**src/rtl/prop_stim_pkg.sv**
```systemverilog
// Shared types and constants for the property stimulus sequencer.
// The LFSR constants are consumed only when PROP_STIM_LFSR_EN is defined.
package prop_stim_pkg;

    typedef enum logic [1:0] {
        ST_LOAD  = 2'd0,
        ST_ARMED = 2'd1,
        ST_PLAY  = 2'd2,
        ST_DONE  = 2'd3
    } state_t;

    typedef struct packed {
        logic check_bit;
        logic disable_bit;
    } entry_t;

    localparam logic [15:0] LFSR_SEED = 16'hACE1;
    // Fibonacci taps 16,14,13,11 expressed as a bit mask on [15:0]
    localparam logic [15:0] LFSR_TAPS = 16'hB400;

    function automatic logic [15:0] lfsr_step(input logic [15:0] s);
        return {s[14:0], ^(s & LFSR_TAPS)};
    endfunction

endpackage

```
**src/rtl/prop_stim_sequencer_if.sv**
```systemverilog
// Pattern write port of the stimulus sequencer: valid/ready handshake
// carrying one (check, disable, last) entry per transfer.
interface prop_stim_sequencer_if;
    logic pat_valid_in;
    logic pat_ready_out;
    logic pat_check_in;
    logic pat_disable_in;
    logic pat_last_in;

    modport master (
        output pat_valid_in,
        output pat_check_in,
        output pat_disable_in,
        output pat_last_in,
        input  pat_ready_out
    );

    modport slave (
        input  pat_valid_in,
        input  pat_check_in,
        input  pat_disable_in,
        input  pat_last_in,
        output pat_ready_out
    );
endinterface

```
**src/rtl/prop_stim_buf.sv**
```systemverilog
// DEPTH x 2-bit pattern register file: one write port, one registered read port.
module prop_stim_buf
    import prop_stim_pkg::*;
#(
    parameter int DEPTH = 16,
    localparam int AW   = $clog2(DEPTH)
) (
    input  logic          clk_in,
    input  logic          wr_en_in,
    input  logic [AW-1:0] wr_addr_in,
    input  entry_t        wr_data_in,
    input  logic [AW-1:0] rd_addr_in,
    output entry_t        rd_data_out
);

    entry_t mem_q [DEPTH];
    entry_t rd_data_q;

    always_ff @(posedge clk_in) begin
        if (wr_en_in) begin
            mem_q[wr_addr_in] <= wr_data_in;
        end
        rd_data_q <= mem_q[rd_addr_in];
    end

    assign rd_data_out = rd_data_q;

endmodule

```
**src/rtl/prop_stim_sequencer.sv**
```systemverilog
// Loads a (check, disable) pattern and replays it a programmable number of times.
// Optional PROP_STIM_LFSR_EN adds pseudo-random disable injection during playback.
module prop_stim_sequencer
    import prop_stim_pkg::*;
#(
    parameter int DEPTH = 16,
    parameter int REP_W = 8
) (
    input  logic                   clk_in,
    input  logic                   rst_in,
    prop_stim_sequencer_if.slave   pat,
    input  logic                   start_in,
    input  logic [REP_W-1:0]       repeat_in,
    output logic                   check_sig_out,
    output logic                   disable_sig_out,
    output logic                   busy_out,
    output logic                   done_out,
    output logic                   ovf_out
);

    localparam int              AW       = $clog2(DEPTH);
    localparam logic [AW:0]     DEPTH_W  = (AW+1)'(DEPTH);
    localparam logic [AW:0]     LAST_IDX = (AW+1)'(DEPTH - 1);
    localparam logic [AW:0]     ONE_W    = (AW+1)'(1);
    localparam logic [AW-1:0]   ONE_A    = AW'(1);
    localparam logic [REP_W-1:0] ONE_R   = REP_W'(1);

    state_t           state_q, state_d;
    logic [AW:0]      wr_ptr_q, wr_ptr_d;
    logic [AW:0]      len_q, len_d;
    logic [AW-1:0]    rd_ptr_q, rd_ptr_d;
    logic [REP_W-1:0] rep_q, rep_d;
    logic [REP_W-1:0] pass_q, pass_d;
    logic             ovf_q, ovf_d;

    logic             pat_ready;
    logic             wr_en;
    entry_t           wr_data;
    entry_t           rd_data;
    logic [AW:0]      len_m1;
    logic             play;
    logic             inject;

    prop_stim_buf #(.DEPTH(DEPTH)) u_buf (
        .clk_in      (clk_in),
        .wr_en_in    (wr_en),
        .wr_addr_in  (wr_ptr_q[AW-1:0]),
        .wr_data_in  (wr_data),
        .rd_addr_in  (rd_ptr_d),
        .rd_data_out (rd_data)
    );

    // rd_ptr_q is the entry currently on the outputs; rd_ptr_d is fetched for the next cycle
    always_comb begin
        state_d   = state_q;
        wr_ptr_d  = wr_ptr_q;
        len_d     = len_q;
        rd_ptr_d  = rd_ptr_q;
        rep_d     = rep_q;
        pass_d    = pass_q;
        wr_en     = 1'b0;
        wr_data   = '{check_bit: pat.pat_check_in, disable_bit: pat.pat_disable_in};
        pat_ready = (state_q == ST_LOAD) && (wr_ptr_q < DEPTH_W);
        len_m1    = len_q - ONE_W;
        ovf_d     = ovf_q | (pat.pat_valid_in & ~pat_ready);

        case (state_q)
            ST_LOAD: begin
                if (pat.pat_valid_in && pat_ready) begin
                    wr_en    = 1'b1;
                    wr_ptr_d = wr_ptr_q + ONE_W;
                    if (pat.pat_last_in || (wr_ptr_q == LAST_IDX)) begin
                        len_d   = wr_ptr_q + ONE_W;
                        state_d = ST_ARMED;
                    end
                end
            end
            ST_ARMED: begin
                if (start_in) begin
                    rep_d    = (repeat_in == '0) ? ONE_R : repeat_in;
                    rd_ptr_d = '0;
                    pass_d   = '0;
                    state_d  = ST_PLAY;
                end
            end
            ST_PLAY: begin
                if ({1'b0, rd_ptr_q} == len_m1) begin
                    if (pass_q == rep_q - ONE_R) begin
                        state_d = ST_DONE;
                    end else begin
                        pass_d   = pass_q + ONE_R;
                        rd_ptr_d = '0;
                    end
                end else begin
                    rd_ptr_d = rd_ptr_q + ONE_A;
                end
            end
            ST_DONE: begin
                state_d = ST_ARMED;
            end
            default: begin
                state_d = ST_LOAD;
            end
        endcase
    end

    always_ff @(posedge clk_in) begin
        if (rst_in) begin
            state_q  <= ST_LOAD;
            wr_ptr_q <= '0;
            len_q    <= '0;
            rd_ptr_q <= '0;
            rep_q    <= '0;
            pass_q   <= '0;
            ovf_q    <= 1'b0;
        end else begin
            state_q  <= state_d;
            wr_ptr_q <= wr_ptr_d;
            len_q    <= len_d;
            rd_ptr_q <= rd_ptr_d;
            rep_q    <= rep_d;
            pass_q   <= pass_d;
            ovf_q    <= ovf_d;
        end
    end

`ifdef PROP_STIM_LFSR_EN
    logic [15:0] lfsr_q, lfsr_d;

    always_comb begin
        lfsr_d = (state_q == ST_PLAY) ? lfsr_step(lfsr_q) : lfsr_q;
    end

    always_ff @(posedge clk_in) begin
        if (rst_in) begin
            lfsr_q <= LFSR_SEED;
        end else begin
            lfsr_q <= lfsr_d;
        end
    end

    assign inject = (lfsr_q[3:0] == 4'hF);
`else
    assign inject = 1'b0;
`endif

    assign play              = (state_q == ST_PLAY);
    assign pat.pat_ready_out = pat_ready;
    assign check_sig_out     = play & rd_data.check_bit;
    assign disable_sig_out   = play & (rd_data.disable_bit | inject);
    assign busy_out          = play;
    assign done_out          = (state_q == ST_DONE);
    assign ovf_out           = ovf_q;

endmodule

```
**src/flat_wrapper.sv**
```systemverilog
// flat-port wrapper written by rule: the top's interface ports become plain ports
module prop_stim_sequencer_flat import prop_stim_pkg::*;
#(
    parameter int DEPTH = 16,
    parameter int REP_W = 8
)
  (clk_in, rst_in, start_in, repeat_in, check_sig_out, disable_sig_out, busy_out, done_out, ovf_out, pat_pat_valid_in, pat_pat_check_in, pat_pat_disable_in, pat_pat_last_in, pat_pat_ready_out);
  prop_stim_sequencer_if pat_i ();
  input  logic clk_in;
  input  logic rst_in;
  input  logic start_in;
  input  logic [REP_W-1:0] repeat_in;
  output logic check_sig_out;
  output logic disable_sig_out;
  output logic busy_out;
  output logic done_out;
  output logic ovf_out;
  input wire logic [$bits(pat_i.pat_valid_in)-1:0] pat_pat_valid_in;
  input wire logic [$bits(pat_i.pat_check_in)-1:0] pat_pat_check_in;
  input wire logic [$bits(pat_i.pat_disable_in)-1:0] pat_pat_disable_in;
  input wire logic [$bits(pat_i.pat_last_in)-1:0] pat_pat_last_in;
  output wire logic [$bits(pat_i.pat_ready_out)-1:0] pat_pat_ready_out;
  assign pat_i.pat_valid_in = pat_pat_valid_in;
  assign pat_i.pat_check_in = pat_pat_check_in;
  assign pat_i.pat_disable_in = pat_pat_disable_in;
  assign pat_i.pat_last_in = pat_pat_last_in;
  assign pat_pat_ready_out = pat_i.pat_ready_out;
  prop_stim_sequencer #(.DEPTH(DEPTH), .REP_W(REP_W)) u_core (.clk_in(clk_in), .rst_in(rst_in), .pat(pat_i), .start_in(start_in), .repeat_in(repeat_in), .check_sig_out(check_sig_out), .disable_sig_out(disable_sig_out), .busy_out(busy_out), .done_out(done_out), .ovf_out(ovf_out));
endmodule
```
**config.mk**
```make
export PLATFORM = sky130hd
export DESIGN_NAME = prop_stim_sequencer_flat
export DESIGN_NICKNAME = d
export VERILOG_FILES = /design/src/rtl/prop_stim_pkg.sv /design/src/rtl/prop_stim_sequencer_if.sv /design/src/rtl/prop_stim_buf.sv /design/src/rtl/prop_stim_sequencer.sv /design/src/flat_wrapper.sv
export SDC_FILE = /design/constraint.sdc
export NUM_CORES = 1
export LEC_CHECK = 0
export BUFFER_PORTS_ARGS = -buffer_cell sky130_fd_sc_hd__buf_2
export CAP_MARGIN = 20
export CORE_UTILIZATION = 30
export CTS_BUF_LIST = sky130_fd_sc_hd__clkbuf_4 sky130_fd_sc_hd__clkbuf_8 sky130_fd_sc_hd__clkbuf_16
export CTS_CLUSTER_DIAMETER = 100
export CTS_CLUSTER_SIZE = 12
export DETAILED_ROUTE_END_ITERATION = 8
export SLEW_MARGIN = 20
export SYNTH_ARGS = -nofsm -noshare
export SYNTH_HDL_FRONTEND = slang
export SYNTH_SLANG_ARGS = --single-unit
export TNS_END_PERCENT = 20
```
**constraint.sdc**
```tcl
create_clock -name clk_in -period 3.53 [get_ports clk_in]
set_input_delay 0.5295 -clock clk_in [delete_from_list [all_inputs] [get_ports clk_in]]
set_output_delay 0.5295 -clock clk_in [all_outputs]
set_load 0.02 [all_outputs]
```
======== Word-level counts from Yosys, hierarchy flattened ========
Memories as Yosys holds them, arrays and structs flattened. A register that Yosys moved wholly into a read port is not among the register bits.
Cells that the tools add are included.
storage, ports and cells
  bits in registers ....................... 33
  bits in latches ......................... 0
  memory bits (writable) .................. 32
  bits in read-only memories .............. 0
  input port bits ......................... 15
  word-level logic and storage cells ...... 61
  memories kept ........................... 1
memories
  name                words  width  read ports  clocked after Yosys merged registers in  write ports  line                 source
  u_core.u_buf.mem_q  16     2      1           1                                        1            prop_stim_buf.sv:16  entry_t mem_q [DEPTH];
cells by class
  add/subtract/negate cells ............... 5
  $mul .................................... 0
  div/mod/pow operators ................... 0
  $lt $le $gt $ge ......................... 1
  eq/ne operators ......................... 12
  shifts and indexed selects .............. 0
  mux-type cells .......................... 19
  bitwise logic cells ..................... 5
  reduce and logical (&&, ||, !) cells .... 11
operators with widths
  cell                                                count
  two-way mux 8 bit                                   4
  case mux 8 bit (2 select lines)                     1
  two-way mux 4 bit                                   3
  inequality test 2 bit (second input constant)       6
  two-way mux 2 bit                                   5
  adder 8 x 1 -> 8 bit (second input constant)        1
  == test 8 bit                                       1
  logical NOT 8 bit                                   1
  case mux 2 bit (4 select lines)                     1
  case mux 4 bit (2 select lines)                     1
  subtractor 8 x 1 -> 8 bit (second input constant)   1
  adder 5 x 1 -> 5 bit (second input constant)        1
  == test 4 x 5 -> 1 bit                              1
  == test 5 x 4 -> 1 bit (second input constant)      1
  less-than comparator 5 bit (second input constant)  1
  AND reduction 5 bit                                 1
  subtractor 5 x 1 -> 5 bit (second input constant)   1
  adder 4 x 1 -> 4 bit (second input constant)        1
  == test 2 bit (second input constant)               2
  two-way mux 1 bit                                   4
  AND reduction 2 bit                                 2
  AND reduction 4 bit                                 1
  bitwise AND 1 bit                                   3
  AND reduction 3 bit                                 1
  other kinds (7)                                     8

======== Depth between registers and ports, before layout ========
Gate-level depths: netlist (run 1).
  depth after elaboration ................. 7
  mapped depth ............................ 14

======== Hierarchy ========
Synthesis (run 1) repeated with hierarchy kept, for this count alone.
unflattened totals
  cells, all modules ...................... 329
  area, all modules ....................... 3,368.2 um^2
by module, submodules not included
  module               times used  cells each  area each (um^2)  sequential area each (um^2)
  prop_stim_sequencer  1           251         1,988.2           660.6
  prop_stim_buf        1           78          1,380.1           1,001.0

======== Worst setup path after synthesis (run 1) ========
No wires, ideal clock.
  path kind ............................... reg2reg
  start point ............................. register u_core.len_q[0]
  end point ............................... register, netlist name u_core.u_buf.rd_data_out[1]
  setup time .............................. 0.135 ns
  arrival time ............................ 2.758 ns
  required time ........................... 3.395 ns
  setup slack ............................. 0.637 ns
  stages on the path, launching flop included .. 13
  buffers on the path ..................... 0
  path through ............................ dfxtp_1 > inv_1 > ha_1 > and4bb_1 > a22oi_1 > a2111oi_4 > nor2_2 > a221oi_2 > nand2_2 > mux2_1 > or3_1 > a41oi_1 > a21oi_1
on the way
  cells in the longest elaborated chain, start to end .. 4
ends and longest elaborated chain
  element                          line                        source
  start: declaration               prop_stim_sequencer.sv:30   logic [AW:0] len_q, len_d;
  start signal: assignment         prop_stim_sequencer.sv:119  len_q <= len_d;
  subtractor 5 x 1 -> 5 bit        prop_stim_sequencer.sv:64   len_m1 = len_q - ONE_W;
  == test 4 x 5 -> 1 bit           prop_stim_sequencer.sv:87   if ({1'b0, rd_ptr_q} == len_m1) begin
  two-way mux 4 bit                prop_stim_sequencer.sv:87
  case mux 4 bit (2 select lines)  prop_stim_sequencer.sv:67   case (state_q)
Every way passes these cells.
A chain may end at the register's enable or synchronous reset.

======== Worst setup path after layout (run 1) ========
  start point ............................. register u_core.len_q[0]
  end point ............................... register, netlist name u_core.u_buf.rd_data_out[1]
on the way
  cells in the longest elaborated chain, start to end .. 4
ends and longest elaborated chain
  element                          line
  subtractor 5 x 1 -> 5 bit        prop_stim_sequencer.sv:64
  == test 4 x 5 -> 1 bit           prop_stim_sequencer.sv:87
  two-way mux 4 bit                prop_stim_sequencer.sv:87
  case mux 4 bit (2 select lines)  prop_stim_sequencer.sv:67
Every way passes these cells.

==> results of run 1 <==
## state kept, by name, indices dropped and copies added, names as in the netlist
signal,flops
u_core.len_q,5
u_core.ovf_out,1
u_core.pass_q,8
u_core.rd_ptr_q,4
u_core.rep_q,8
u_core.state_q,2
u_core.u_buf.mem_q,32
u_core.u_buf.rd_data_out,2
u_core.wr_ptr_q,5
## layout make-up
| cell class | count | area [µm²] | share of cell area |
|---|---|---|---|
| Multi-Input combinational cell | 242 | 1615 | 0.4106 |
| Tap cell | 140 | 175.2 | 0.04453 |
| Timing Repair Buffer | 22 | 115.1 | 0.02926 |
| Inverter | 15 | 56.30 | 0.01431 |
| Clock buffer | 9 | 225.2 | 0.05725 |
| Sequential cell | 67 | 1662 | 0.4224 |
| Clock inverter | 7 | 85.08 | 0.02163 |
## cells in the mapped netlist (4+ instances only)
cell	n
clkbuf_1	10
xor2_1	14
ha_1	14
nand2_1	33
a211oi_1	7
mux2i_1	25
nand3_1	8
xnor2_1	12
and2_1	4
a21oi_1	18
nor3_1	11
nand4_1	6
edfxtp_1	32
nor2_1	42
dfxtp_1	35
inv_1	15
and3_1	4
nor2b_1	5
## kinds of logic (layout without fill, tap and decap cells)
group           after synthesis  in the layout
simple gates                128            128
flops                        67             67
compound gates               47             47
buf+inv                      28             53
mux                          27             27
xor+xnor                     26             26
fa+ha+maj                    14             14
## final timing paths
kind                                startpoint                             endpoint  slack, ps  depth (start not counted)
hold / removal                    repeat_in[7]         u_core.rep_q[7]$_SDFFE_PP0P_        440                          3
setup reg to reg  u_core.len_q[0]$_SDFFE_PP0P_  u_core.u_buf.rd_data_out[1]$_DFF_P_        280                         12
hold reg to reg      u_core.ovf_out$_SDFF_PP0_            u_core.ovf_out$_SDFF_PP0_        460                          2
setup / recovery  u_core.len_q[0]$_SDFFE_PP0P_  u_core.u_buf.rd_data_out[1]$_DFF_P_        280                         12
## per-layer routing
layer | global-route usage | share of wire | routed length, µm
met2 | 0.2006 | 0.48 | 3100
met1 | 0.1508 | 0.47 | 3023
met5 | 0 | 0 | 0
met4 | 0.05985 | 0.021 | 136
met3 | 0.03074 | 0.026 | 164
## stage by stage
stage / power [µW] / cells / cell area (µm²) / setup slack (ps)
3_5_place_dp: 1621 / 486 / 3623 / 303.8
2_1_floorplan: 1462 / 337 / 3388 / 637.0
6_report: 2522 / 502 / 3934 / 280.2
5_1_grt: 2666 / 502 / 3934 / 32.45
4_1_cts: 2546 / 502 / 3934 / 285.2
3_3_place_gp: 1612 / 486 / 3623 / 386.6
## where the power goes
group,switching [µW],internal [µW],total (µW)
registers,67.3,890,957
logic,404,240,645
clock network,361,560,920
## worst max-delay path, stage by stage, from the launching register on
cell,delay [ps]
dfxtp_1,340
inv_1,60
ha_1,220
and4bb_1,220
a22oi_1,120
a2111oi_4,610
nor2_2,120
a221oi_2,320
nand2_2,190
mux2_1,340
or3_1,300
a41oi_1,220
a21oi_1,60
## placed cells by master (no fill, tap or decap), drive strengths merged, types with 2 or more instances in the layout
cell    count
nand3       8
dfxtp      35
nor3       11
o21ai       5
nor2b       5
clkbuf      9
nand4       6
xnor2      12
nor4        3
mux2i      25
clkinv      3
a22oi       2
ha         14
mux2        2
a211oi      7
xor2       14
and3        4
a221oi      2
a21oi      19
nand2      34
inv        18
nor2       43
or3         3
and2        4
nand2b      3
edfxtp     32
buf        22
o21bai      3
==> results.cfg, run 1 <==
[sta]
finClkSkew_ps = 7.324
fin_crit_ps = 3250
tns_ps = 0
fin_crit_sh = 0.9206
rsz0062_at_grt = no
timing.slew.headroom = 0.4659
finalSetupViolCount = 0
clock.fmax_mhz = 307.7
tightest_slew_ps = 792.8
whs_ps = 444.1
finalHoldViolCount = 0
slew_violations = 0

[setup_path]
cp_max_fo = 9
end_kind = flop
critPathLaunchType = flop
critPathKind = reg -> reg
cp.required_ps = 3730
cp_data_arrival_time_ps = 3450

[clocking]
cts_resized = 0
cts_setup_buffers = 0
clk_pin_slew_worst_paths_ps = 60
clock_latency_ps = 330
cts_root_buffer = clkbuf_16
postCtsHoldBufs = 0
clock-sinks = 67
cts.path.max_buffers = 2
cts_buffers = 9
tritoncts = yes
h-tree-depth = 3

[yosys]
synth_top_family_by_area = simple AND/OR/NAND/NOR gates
synth-edff-count = 32
synthesis.nets = 366
synth_top_area_share = 0.2836
synthXorXnorAreaFrac = 0.06721
yosys_register_bits = 67
synth_area_per_cell_um2 = 10.05
ys_seq_area_frac = 0.4904
synth_area_um2 = 3388
synth-main-ff-cell = dfxtp_1
synth-compound-area-share = 0.1001
muxShareOfSynthArea = 0.08050
synthAdderAreaFrac = 0.05170
synthSimpleGateAreaFrac = 0.1773
synth_top_area_cell = edfxtp_1
synth_warnings = 0
synthCells = 337
ys_top_cells_by_area = edfxtp_1 28%, dfxtp_1 21%, mux2i_1 7.4%
async_flop_share = 0
ys_types = 47

[floorplanning]
fp.dieW_um = 108.3
ios = 21
core_area_um2 = 10940
die_h_um = 108.3
start_util = 0.3098
rows = 38
die_area_um2 = 11720

[global_routing]
grt_max_degree = 28
gr-total-overflow = 0
grt.total_usage = 0.1228
grt_pass1_vias = 2311
grt_pass1_wl_mm = 11.06
antenna_found_initial = 0

[drt]
viasPerCell = 4.707
num_vias = 2363
totalWireLength_mm = 6.425
ant_nets = 0
drt-initial-drc-count = 59
dr.pass1.iters = 4
wl_per_cell_um = 12.80
drc = 0

[layout]
nNetsFinal = 386
fillCellCount = 1116
antenna_cells = 0
final_util = 0.3597
syn2layout_area_growth_pct = 16.10
drive_gt1_frac = 0.1243

[job]
maxCapViolations = 0

[placed_design]
place.gp.congestion = 0.8012
portBuffers = 20
dp_hpwl_mm = 4.626

[run_status]
status = complete, no violations

[power]
power.density_nw_per_um2 = 641.2
leakage_uw = 0.001445
peakVddDrop_v = 0.0002440

[min_path]
hold_path.class = in -> reg
No activity file was read; power rests on OpenSTA's default activity.
==> run 2, diff against run 1 <==
--- a/config.mk
+++ b/config.mk
@@ -5,13 +5,13 @@
 export SDC_FILE = /design/constraint.sdc
 export NUM_CORES = 1
 export LEC_CHECK = 0
-export BUFFER_PORTS_ARGS = -buffer_cell sky130_fd_sc_hd__buf_2
 export CAP_MARGIN = 20
 export CORE_UTILIZATION = 30
 export CTS_BUF_LIST = sky130_fd_sc_hd__clkbuf_4 sky130_fd_sc_hd__clkbuf_8 sky130_fd_sc_hd__clkbuf_16
 export CTS_CLUSTER_DIAMETER = 100
 export CTS_CLUSTER_SIZE = 12
 export DETAILED_ROUTE_END_ITERATION = 8
+export DONT_BUFFER_PORTS = 1
 export SLEW_MARGIN = 20
 export SYNTH_ARGS = -nofsm -noshare
 export SYNTH_HDL_FRONTEND = slang
==> run 2 against run 1 <==
  * Count of clock-buffer cells in the layout did not move
  * Maximum frequency about the same
  * Critical path depth did not move
  * Global-route usage grew 0.20 points
  * Final area shrank 1.8%
  * Total power rose by 1.9%
  * Sequential share of layout area up 0.78 points
  * Non-clock buffer count fell by 19
  * Worst setup slack gained 2.9 ps
  * Sequential power increased by 0.6%
  * Sequential cell count is the same
  * Die area did not move
==> results.cfg, run 2 (synthesis results as in run 1) <==
[clocking]
h-tree-depth = 3
clock_latency_ps = 330
tritoncts = yes
postCtsHoldBufs = 0
cts_root_buffer = clkbuf_16
cts_resized = 0
clk_pin_slew_worst_paths_ps = 60
cts_setup_buffers = 0
clock-sinks = 67
cts.path.max_buffers = 2
cts_buffers = 9

[placed_design]
dp.cells = 467
dpl_cell_area_um2 = 3531
dp_hpwl_mm = 4.683
place.gp.congestion = 0.7755
portBuffers = 0

[setup_path]
critPathLaunchType = flop
critPathKind = reg -> reg
cp.required_ps = 3730
cp_data_arrival_time_ps = 3440
end_kind = flop
cp_max_fo = 9
worst-r2r-cell-count = 12

[sta]
whs_ps = 262.1
finalHoldViolCount = 0
fin_crit_sh = 0.9198
clock.fmax_mhz = 308.0
timing.slew.headroom = 0.4723
finClkSkew_ps = 6.790
rsz0062_at_grt = no
tightest_slew_ps = 783.3
tns_ps = 0
fin_crit_ps = 3247
slew_violations = 0
finalSetupViolCount = 0

[drt]
dr.pass1.iters = 4
wl_per_cell_um = 13.65
viasPerCell = 4.832
num_vias = 2334
totalWireLength_mm = 6.595
drc = 0
drt-initial-drc-count = 79
ant_nets = 0

[power]
power.density_nw_per_um2 = 665.4
peakVddDrop_v = 0.0002293
leakage_uw = 0.001375

[floorplanning]
core_area_um2 = 10940
rows = 38
ios = 21
die_h_um = 108.3
start_util = 0.3098
die_area_um2 = 11720
fp.dieW_um = 108.3

[min_path]
whs_path_depth = 1
hold_path.class = in -> reg

[global_routing]
antenna_found_initial = 0
grt.total_usage = 0.1248
grt_max_degree = 28
grt_pass1_vias = 2257
gr-total-overflow = 0
grt_pass1_wl_mm = 11.16

[layout]
fin_cells = 483
largest_reg_flops = 32
layout_commonest_cell = nor2_1
antenna_cells = 0
drive_gt1_frac = 0.07580
fin_area_um2 = 3862
nNetsFinal = 367
layout_common_cells = 42 x nor2_1, 35 x dfxtp_1, 33 x nand2_1
top_regs = u_core.u_buf.mem_q (32), u_core.pass_q (8), u_core.rep_q (8)
final_util = 0.3532
syn2layout_area_growth_pct = 14.00
regMostFlops = u_core.u_buf.mem_q

[job]
maxCapViolations = 0

[run_status]
status = complete, no violations
==> run 2: cell count changes in the layout (fill, tap and decap cells not counted) <==
cell and change:
buf_2 -20, buf_4 +1, bufinv_16 +1, clkinv_4 -2
inv_6 +1
==> run 2: layout make-up <==
cell class | count | area [µm²]
fillers | 1079 | 7073
flip-flops and latches | 67 | 1662
multi-input cells | 242 | 1615
clock buffers | 9 | 225.2
well taps | 140 | 175.2
clock inverters | 7 | 106.4
inverters | 15 | 56.30
repair buffers | 3 | 22.52
==> run 2: per-layer routing <==
layer	vias up	track usage	share of wire
met5	-	0	0
met4	0	0.05502	0.011
met3	5	0.03556	0.028
met2	23	0.2129	0.50
met1	1114	0.1454	0.46
li1	1192	-	-
==> run 2: stage by stage <==
step                worst slack [ps]  power, µW
floorplan                      637.0       1462
global placement               381.6       1575
detailed placement             328.4       1591
CTS                            308.8       2599
global route                   80.65       2719
finish                         283.1       2570
==> run 2: power by group <==
group          total (µW)  internal, µW  switching [µW]
combinational         607           225             382
sequential            963           890            72.5
clock                1000           632             369
==> run 2: path summary, 6_finish.rpt <==
path,endpoint,slack (ps),start
worst max-delay path,u_core.u_buf.rd_data_out[1]$_DFF_P_,280,u_core.len_q[0]$_SDFFE_PP0P_
worst min-delay path,u_core.len_q[1]$_SDFFE_PP0P_,260,rst_in
worst max register to register,u_core.u_buf.rd_data_out[1]$_DFF_P_,280,u_core.len_q[0]$_SDFFE_PP0P_
worst min register to register,u_core.len_q[1]$_SDFFE_PP0P_,460,u_core.len_q[1]$_SDFFE_PP0P_
==> run 2: worst max-delay path: stages, from the launching register on <==
cell,delay [ps]
dfxtp_1,340
inv_1,60
ha_1,210
and4bb_1,220
a22oi_1,120
a2111oi_4,630
nor2_2,130
a221oi_2,310
nand2_2,190
mux2_1,340
or3_1,300
a41oi_1,210
a21oi_1,50
==> run 3, diff against run 2 <==
--- a/config.mk
+++ b/config.mk
@@ -12,6 +12,8 @@
 export CTS_CLUSTER_SIZE = 12
 export DETAILED_ROUTE_END_ITERATION = 8
 export DONT_BUFFER_PORTS = 1
+export MAX_ROUTING_LAYER = met4
+export SETUP_SLACK_MARGIN = 0.4
 export SLEW_MARGIN = 20
 export SYNTH_ARGS = -nofsm -noshare
 export SYNTH_HDL_FRONTEND = slang
==> run 3 against run 2 <==
  * Clock skew is essentially flat
  * Count of clock-buffer cells in the layout unchanged
  * Combinational power grew 0.8%
  * Critical endpoint unchanged
  * Highest routed layer unchanged
==> results.cfg, run 3 (synthesis results as in run 1) <==
[run_status]
status = complete, no violations

[setup_path]
r2r_end = u_core.u_buf.rd_data_out[1]$_DFF_P_
crit-reg2reg-launch = u_core.len_q[0]$_SDFFE_PP0P_
end_kind = flop
cp_max_fo = 6
worst-r2r-cell-count = 13
rrSetupSlack_ps = 600
critPathKind = reg -> reg
worst_path_dominant_cell_family = compound AO/OA/AOI/OAI gates
slowest_delay_ps = 340
critPathBufInv = 2
cp.required_ps = 3730
critPathLaunchType = flop
cp_data_arrival_time_ps = 3120
cp_slowest_cell = dfxtp_2
path_cells = inv_1, ha_1, and4bb_1, a22oi_2, a2111oi_4, buf_4, nor2_2, a221oi_2, nand2_2, mux2_1, or3_1, a41oi_1, a21oi_1

[global_routing]
grt_max_degree = 28
grt.total_usage = 0.1287
antenna_found_initial = 0
gr-total-overflow = 0
grt_pass1_wl_mm = 11.23
grt_pass1_vias = 2270

[sta]
fin_crit_ps = 2926
rsz0062_at_grt = no
tightest_slew_ps = 773.5
clock.fmax_mhz = 341.8
finalHoldViolCount = 0
tns_ps = 0
finClkSkew_ps = 6.816
timing.slew.headroom = 0.4789
slew_violations = 0
worst_slack_ps = 604.4
fin_crit_sh = 0.8288
finalSetupViolCount = 0

[min_path]
whs_path_depth = 1
hold_path.class = in -> reg
worst_hold_path.endpoint = u_core.rep_q[0]$_SDFFE_PP0P_
hp-start = rst_in

[drt]
totalWireLength_mm = 6.631
drt-initial-drc-count = 81
num_vias = 2343
viasPerCell = 4.821
dr.pass1.iters = 4
drc = 0
wl_per_cell_um = 13.64
ant_nets = 0

[layout]
fillCellCount = 1078
layout_commonest_cell = nor2_1
syn2layout_area_growth_pct = 15.33
nNetsFinal = 370
top_regs = u_core.u_buf.mem_q (32), u_core.pass_q (8), u_core.rep_q (8)
drive_gt1_frac = 0.09827
largest_reg_flops = 32
antenna_cells = 0
regMostFlops = u_core.u_buf.mem_q
layout_common_cells = 42 x nor2_1, 33 x nand2_1, 33 x dfxtp_1

[floorplanning]
core_area_um2 = 10940
fp.dieW_um = 108.3
die_area_um2 = 11720
die_h_um = 108.3
rows = 38
ios = 21
start_util = 0.3098

[power]
power.density_nw_per_um2 = 660.2
fin_total_pwr_uw = 2580
leakage_uw = 0.001394
peakVddDrop_v = 0.0002629

[job]
maxCapViolations = 0

[clocking]
cts_root_buffer = clkbuf_16
cts_buffers = 9
cts.path.max_buffers = 2
clock-sinks = 67
clock_latency_ps = 330
postCtsHoldBufs = 0
clk_pin_slew_worst_paths_ps = 60
tritoncts = yes
h-tree-depth = 3

[placed_design]
dp_hpwl_mm = 4.683
pre_cts_ws_ps = 328.4
place.gp.congestion = 0.7861
portBuffers = 0
## run 3: metal layers
layer,global-route usage,vias up,wire length (µm)
met2,0.2147,29,3287
li1,-,1199,-
met4,0.05212,0,110
met3,0.03376,9,207
met1,0.1465,1106,3026
met5,-,-,0
## run 3: final cells by class
class / count / area [µm²] / area share
inverters: 15 / 56.30 / 0.01441
repair buffers: 6 / 48.80 / 0.01249
clock inverters: 7 / 106.4 / 0.02722
clock buffers: 9 / 225.2 / 0.05764
well taps: 140 / 175.2 / 0.04483
flip-flops and latches: 67 / 1664 / 0.4259
multi-input cells: 242 / 1632 / 0.4175
## run 3: timing repair
action / 4_1_cts / 5_1_grt
pin swaps: 2 / 1
setup endpoints to repair: 1 / 2
resized for setup: 0 / 6
buffers inserted: 3 / 0
## run 3: stage by stage
step	std cells	instance area (µm²)	hold WS, ps	util
CTS	486	3885	248.8	0.3553
finish	486	3908	257.3	0.3573
global route	486	3908	242.9	0.3573
global placement	467	3531	457.4	0.3229
floorplan	337	3388	447.8	-
detailed placement	467	3531	459.0	0.3229
## run 3: where the power goes
part	internal, µW	switching, µW
Clock	632	372
Sequential	891	72.6
Combinational	227	385
## run 3: worst max-delay path by stage
| stage | startpoint | end | slack, ps | cells past startpoint |
|---|---|---|---|---|
| 2_1_floorplan | u_core.len_q[0]$_SDFFE_PP0P_ | u_core.u_buf.rd_data_out[1]$_DFF_P_ | 640 | 12 |
| 3_3_place_gp | u_core.len_q[0]$_SDFFE_PP0P_ | u_core.u_buf.rd_data_out[1]$_DFF_P_ | 380 | 12 |
| 3_5_place_dp | u_core.len_q[0]$_SDFFE_PP0P_ | u_core.u_buf.rd_data_out[1]$_DFF_P_ | 330 | 12 |
| 4_1_cts | u_core.len_q[0]$_SDFFE_PP0P_ | u_core.u_buf.rd_data_out[1]$_DFF_P_ | 460 | 13 |
| 5_1_grt | u_core.rep_q[2]$_SDFFE_PP0P_ | u_core.u_buf.rd_data_out[1]$_DFF_P_ | 410 | 10 |
| 6_report | u_core.len_q[0]$_SDFFE_PP0P_ | u_core.u_buf.rd_data_out[1]$_DFF_P_ | 600 | 13 |
